## config.mk

```make
export PLATFORM = sky130hd
export DESIGN_NAME = seq_instr_loader
export DESIGN_NICKNAME = d
export VERILOG_FILES = /design/src/rtl/seq_instr_loader.sv
export SDC_FILE = /design/constraint.sdc
export NUM_CORES = 1
export LEC_CHECK = 0
export CAP_MARGIN = 20
export CORE_UTILIZATION = 35
export CTS_CLUSTER_DIAMETER = 40
export DETAILED_ROUTE_END_ITERATION = 16
export PLACE_DENSITY = 0.64
export SYNTH_ARGS = -nofsm -noshare
export SYNTH_HDL_FRONTEND = slang
export SYNTH_SLANG_ARGS = --single-unit
```

## constraint.sdc

```tcl
create_clock -name clk -period 3.4 [get_ports clk]
set_clock_uncertainty 0.1 [all_clocks]
set_input_delay 0.68 -clock clk [delete_from_list [all_inputs] [get_ports clk]]
set_output_delay 0.68 -clock clk [all_outputs]
set_load 0.1 [all_outputs]
```

## src/rtl/seq_instr_loader.sv

```systemverilog
// Loads DRRA per-cell sequencer instruction memories from a 32-bit header/instruction
// word stream and issues per-cell sequencer start pulses.
module seq_instr_loader #(
  parameter int unsigned ROWS        = 2,
  parameter int unsigned COLUMNS     = 8,
  parameter int unsigned INSTR_WIDTH = 27,
  parameter int unsigned INSTR_DEPTH = 64,
  parameter int unsigned ADDR_WIDTH  = 6,
  localparam int unsigned ROW_W      = (ROWS > 1) ? $clog2(ROWS) : 1,
  localparam int unsigned COL_W      = (COLUMNS > 1) ? $clog2(COLUMNS) : 1,
  localparam int unsigned CELLS      = ROWS * COLUMNS
) (
  input  logic                   clk,
  input  logic                   rst,
  input  logic                   cfg_valid,
  output logic                   cfg_ready,
  input  logic [31:0]            cfg_data,
  output logic                   instr_we,
  output logic [ROW_W-1:0]       instr_row,
  output logic [COL_W-1:0]       instr_col,
  output logic [ADDR_WIDTH-1:0]  instr_addr,
  output logic [INSTR_WIDTH-1:0] instr_data,
  output logic [CELLS-1:0]       seq_start,
  output logic                   load_done,
  output logic                   hdr_err,
  output logic                   busy
);

  localparam int unsigned CNT_W = 8;

  typedef enum logic [1:0] {
    IDLE   = 2'd0,
    LOAD   = 2'd1,
    COMMIT = 2'd2
  } state_t;

  typedef struct packed {
    logic [1:0] op;
    logic       bcast;
    logic [4:0] rsvd;
    logic [3:0] row;
    logic [3:0] col;
    logic [7:0] start_addr;
    logic [7:0] count;
  } hdr_t;

  localparam logic [1:0] OP_LOAD  = 2'b01;
  localparam logic [1:0] OP_START = 2'b10;

  state_t                 state_q, state_d;
  logic [ROW_W-1:0]       row_q, row_d;
  logic [COL_W-1:0]       col_q, col_d;
  logic [ADDR_WIDTH-1:0]  addr_q, addr_d;
  logic [CNT_W-1:0]       rem_q, rem_d;

  logic                   we_d;
  logic [ROW_W-1:0]       wrow_d;
  logic [COL_W-1:0]       wcol_d;
  logic [ADDR_WIDTH-1:0]  waddr_d;
  logic [INSTR_WIDTH-1:0] wdata_d;
  logic [CELLS-1:0]       start_d;
  logic                   done_d;
  logic                   err_d;

  hdr_t                   hdr;
  logic                   xfer;
  logic                   in_range;
  logic                   span_ok;
  logic                   legal;
  logic [CELLS-1:0]       start_mask;
  logic                   unused_rsvd;

  assign hdr         = hdr_t'(cfg_data);
  assign xfer        = cfg_valid && cfg_ready;
  assign unused_rsvd = ^hdr.rsvd;

  // Header legality; the span sum is done in 9 bits so it cannot wrap.
  always_comb begin
    in_range = ({1'b0, hdr.row} < 5'(ROWS)) && ({1'b0, hdr.col} < 5'(COLUMNS));
    span_ok  = (hdr.count != 8'd0) &&
               (({1'b0, hdr.start_addr} + {1'b0, hdr.count}) <= 9'(INSTR_DEPTH));
    legal    = ((hdr.op == OP_START) && (hdr.bcast || in_range)) ||
               ((hdr.op == OP_LOAD) && in_range && span_ok);
  end

  // Start pulse pattern: single addressed cell or every cell on broadcast.
  always_comb begin
    start_mask = '0;
    for (int unsigned r = 0; r < ROWS; r++) begin
      for (int unsigned c = 0; c < COLUMNS; c++) begin
        start_mask[r*COLUMNS+c] = hdr.bcast || ((hdr.row == 4'(r)) && (hdr.col == 4'(c)));
      end
    end
  end

  // Next-state and next-output logic.
  always_comb begin
    state_d = state_q;
    row_d   = row_q;
    col_d   = col_q;
    addr_d  = addr_q;
    rem_d   = rem_q;
    we_d    = 1'b0;
    wrow_d  = instr_row;
    wcol_d  = instr_col;
    waddr_d = instr_addr;
    wdata_d = instr_data;
    start_d = '0;
    done_d  = 1'b0;
    err_d   = 1'b0;

    unique case (state_q)
      IDLE: begin
        if (xfer) begin
          if (!legal) begin
            err_d = 1'b1;
          end else if (hdr.op == OP_START) begin
            start_d = start_mask;
          end else begin
            row_d   = ROW_W'(hdr.row);
            col_d   = COL_W'(hdr.col);
            addr_d  = ADDR_WIDTH'(hdr.start_addr);
            rem_d   = hdr.count;
            state_d = LOAD;
          end
        end
      end
      LOAD: begin
        if (xfer) begin
          we_d    = 1'b1;
          wrow_d  = row_q;
          wcol_d  = col_q;
          waddr_d = addr_q;
          wdata_d = cfg_data[INSTR_WIDTH-1:0];
          addr_d  = addr_q + ADDR_WIDTH'(1);
          rem_d   = rem_q - CNT_W'(1);
          if (rem_q == CNT_W'(1)) begin
            state_d = COMMIT;
          end
        end
      end
      COMMIT: begin
        done_d  = 1'b1;
        state_d = IDLE;
      end
      default: begin
        state_d = IDLE;
      end
    endcase
  end

  // State, packet context and registered outputs.
  always_ff @(posedge clk) begin
    if (rst) begin
      state_q    <= IDLE;
      row_q      <= '0;
      col_q      <= '0;
      addr_q     <= '0;
      rem_q      <= '0;
      cfg_ready  <= 1'b0;
      instr_we   <= 1'b0;
      instr_row  <= '0;
      instr_col  <= '0;
      instr_addr <= '0;
      instr_data <= '0;
      seq_start  <= '0;
      load_done  <= 1'b0;
      hdr_err    <= 1'b0;
      busy       <= 1'b0;
    end else begin
      state_q    <= state_d;
      row_q      <= row_d;
      col_q      <= col_d;
      addr_q     <= addr_d;
      rem_q      <= rem_d;
      cfg_ready  <= (state_d != COMMIT);
      instr_we   <= we_d;
      instr_row  <= wrow_d;
      instr_col  <= wcol_d;
      instr_addr <= waddr_d;
      instr_data <= wdata_d;
      seq_start  <= start_d;
      load_done  <= done_d;
      hdr_err    <= err_d;
      busy       <= (state_d != IDLE);
    end
  end

endmodule

```

==> flow_summary.json <==
{
  "multi_input_area_um2": 1860,
  "fin_area_um2": 4880,
  "route.detailed.drc": 0,
  "yosys_warnings": 0,
  "dieArea_um2": 10400,
  "coreArea_um2": 9730,
  "grt_pass1_vias": 3266,
  "gr-usage-all-layers_pct": 20.1,
  "setup_viol": 0,
  "async_flop_share_pct": 0,
  "grt_max_degree": 37,
  "gp_congestion": 0.931,
  "synth_edf_count": 0,
  "synthCells": 438,
  "hold_class": "flip-flop to flip-flop",
  "via_per_inst": 5.12,
  "dr.pass1.iters": 6,
  "diodes": 0,
  "seq_area_um2": 1560,
  "drt-wirelength-per-cell_um": 14.7,
  "clk_pin_slew_worst_paths_ps": 90,
  "rows": 36,
  "cts_setup_buffers": 0,
  "grt.overflow.total": 0,
  "fmax_mhz": 305,
  "holdWs_ps": 357,
  "crit_type": "input pin to flip-flop",
  "cts_tree": "done",
  "initial_utilization_pct": 36.0,
  "critPathCaptureType": "flip-flop",
  "placed_area_um2": 4640,
  "rr_startpoint": "state_q[0]",
  "tightest_slew_ps": 643,
  "rsz0062_at_grt": "no",
  "drt_iter0_drc": 182,
  "period_share_pct": 96.5,
  "root_buffer": "clkbuf_8",
  "netlist-cell-type-count": 48,
  "finalHoldViolCount": 0,
  "critPathArrivalTime_ps": 3430,
  "reg2regPathDepth": 4,
  "slew_headroom_pct": 57.2,
  "maxCapViolCount": 0,
  "vias": 3528,
  "finalNonFillerCells": 689,
  "ys_seq_area_share_pct": 44.5,
  "outcome": "completed",
  "drive_gt1_share_pct": 23.0,
  "routed_wl_mm": 10.1,
  "crit_path_start_kind": "input pin",
  "ir_worst_vdd_mv": 0.219,
  "clock-sinks": 78,
  "die-height_um": 102,
  "timing.rr.end": "rem_q[5]",
  "post-route-min-period_ps": 3280,
  "p_leak_nw": 1.95,
  "synth_flop_cell": "dfxtp_1",
  "setup.worst_path.start": "cfg_data[0]",
  "die_w_um": 102,
  "power.density_nw_per_um2": 384,
  "placed_cells": 673,
  "reg2reg_slack_ps": 1430,
  "final_util_pct": 50.2,
  "worst_skew_pair.late_latency_ps": 350,
  "endpoint": "rem_q[5]",
  "cts_buffers": 9,
  "ys_seq_elements": 78,
  "cts.path.max_buffers": 2,
  "antenna_found_initial": 0,
  "synthesis.nets": 485,
  "netlist_area_um2": 3510,
  "postSynthAreaPerCell_um2": 8.00,
  "crit_fanout": 5,
  "final_nets": 598,
  "ant_nets": 0,
  "maxSlewViolCount": 0,
  "area_growth_pct": 39.3,
  "crit_required_ps": 3550,
  "grt_pass1_wl_mm": 16.3,
  "fillerInstances": 978,
  "io_buffers": 90,
  "htree_levels": 3,
  "place_hpwl_mm": 7.45,
  "top_level_ports": 93
}
## state kept, by name, summed over array words and instances (netlist names)
signal / flops
col_q: 3
row_q: 1
addr_q: 6
state_q: 2
hdr_err: 1
seq_start: 16
instr_addr: 6
instr_row: 1
instr_data: 27
instr_col: 3
instr_we: 1
cfg_ready: 1
busy: 1
load_done: 1
rem_q: 8
## cells in the final DEF, fill, tap and decap left out, types with 3 or more instances in the layout
cell type	instances
a211oi_1	3
a21o_1	4
a21oi_1	72
a31oi_1	11
and3_1	6
buf_4	96
clkbuf_8	9
clkdlybuf4s50_1	31
clkinvlp_4	3
dfxtp_1	78
ha_1	11
inv_1	7
mux2i_1	5
nand2_1	84
nand2b_1	5
nand3_1	7
nor2_1	39
nor2b_1	4
nor3_1	7
nor3b_1	4
nor4_1	3
o21ai_0	9
o21ai_1	11
o31ai_1	3
## critical path, cell delays in order
cell and delay, ps:
clkdlybuf4s50_1 430, ha_1 240, fa_2 360, buf_4 150, xor2_1 130, or3_1 360, o32ai_4 380, nand4_4 180
a221o_1 360, a21o_1 160
## cell families (layout without fill, tap and decap cells)
family	after synthesis	after routing	share of synthesized area, %
muxes	5	5	1.43
and+or+nand+nor	180	180	24.1
DFF	78	78	44.5
buffers and inverters	35	153	3.75
AOI/OAI and AO/OA	127	127	21.5
adders and majority gates	12	12	4.50
xor gates and xnor gates	1	1	0.250
## worst min path at each step
stage                              start             end  cells past startpoint
after floorplan                 col_q[0]    instr_col[0]                      2
after global placement    instr_data[25]  instr_data[25]                      2
after detailed placement  instr_data[25]  instr_data[25]                      2
after CTS                  instr_addr[2]   instr_addr[2]                      2
after global routing      instr_data[26]  instr_data[26]                      2
final                     instr_data[25]  instr_data[25]                      2
## where the power goes
group / total [W] / internal, W / switching (W)
Sequential: 0.000916 / 0.000915 / 0.00000140
Combinational: 0.000243 / 0.000111 / 0.000132
Clock: 0.000718 / 0.000349 / 0.000369
Total: 0.00188 / 0.00137 / 0.000502
## synthesized netlist by cell type (all sizes together), types with 2 or more instances
library cell	count	area share, %
a2111oi	2	0.50
a211oi	3	0.64
a21o	4	0.86
a21oi	72	10
a221oi	2	0.50
a311oi	2	0.68
a31oi	11	2.0
and2	2	0.36
and3	6	1.1
buf	2	0.21
clkbuf	26	2.8
dfxtp	78	45
ha	11	3.9
inv	7	0.75
mux2i	5	1.4
nand2	84	9.0
nand2b	5	0.89
nand3	8	1.1
nand4	3	0.96
nand4b	2	0.50
nor2	40	4.3
nor2b	4	0.71
nor3	7	1.0
nor3b	4	0.86
nor4	5	1.1
o21ai	20	2.9
o31ai	3	0.64
o32ai	2	1.0
or2	2	0.36
or3b	2	0.50
or4	2	0.43
## through the flow
| stage | worst slack (ps) | total power [W] | TNS, ps |
|---|---|---|---|
| 2_1_floorplan | 134 | 0.00105 | 0 |
| 3_3_place_gp | -362 | 0.00117 | -6390 |
| 3_5_place_dp | -444 | 0.00117 | -7670 |
| 4_1_cts | 5.19 | 0.00189 | 0 |
| 5_1_grt | 8.86 | 0.00197 | 0 |
| 6_report | 119 | 0.00188 | 0 |
## layout make-up
cell class	instances	share of cell area (%)
inverter	7	0.538
multi-input combinational	325	38.0
clock buffer	9	2.54
timing repair buffer	130	21.9
tap	133	3.41
sequential	78	32.0
clock inverter	7	1.67
## repair_timing
item	4_1_cts	5_1_grt
pin swaps	2	2
endpoints found under the setup margin	15	19
resized for setup	4	5
hold endpoints to repair	0	0
hold buffers	0	0
## metal layers
layer  track usage (%)  wire, um  vias up  share of wire, %
met1              26.5      4620     1631                46
met4              6.70       137        0               1.4
met5                 0         0        -                 0
li1                  -         -     1775                 -
met3              4.86       579       13               5.7
met2              32.4      4770      109                47
Note: power is estimated with default switching activity, not from simulation.
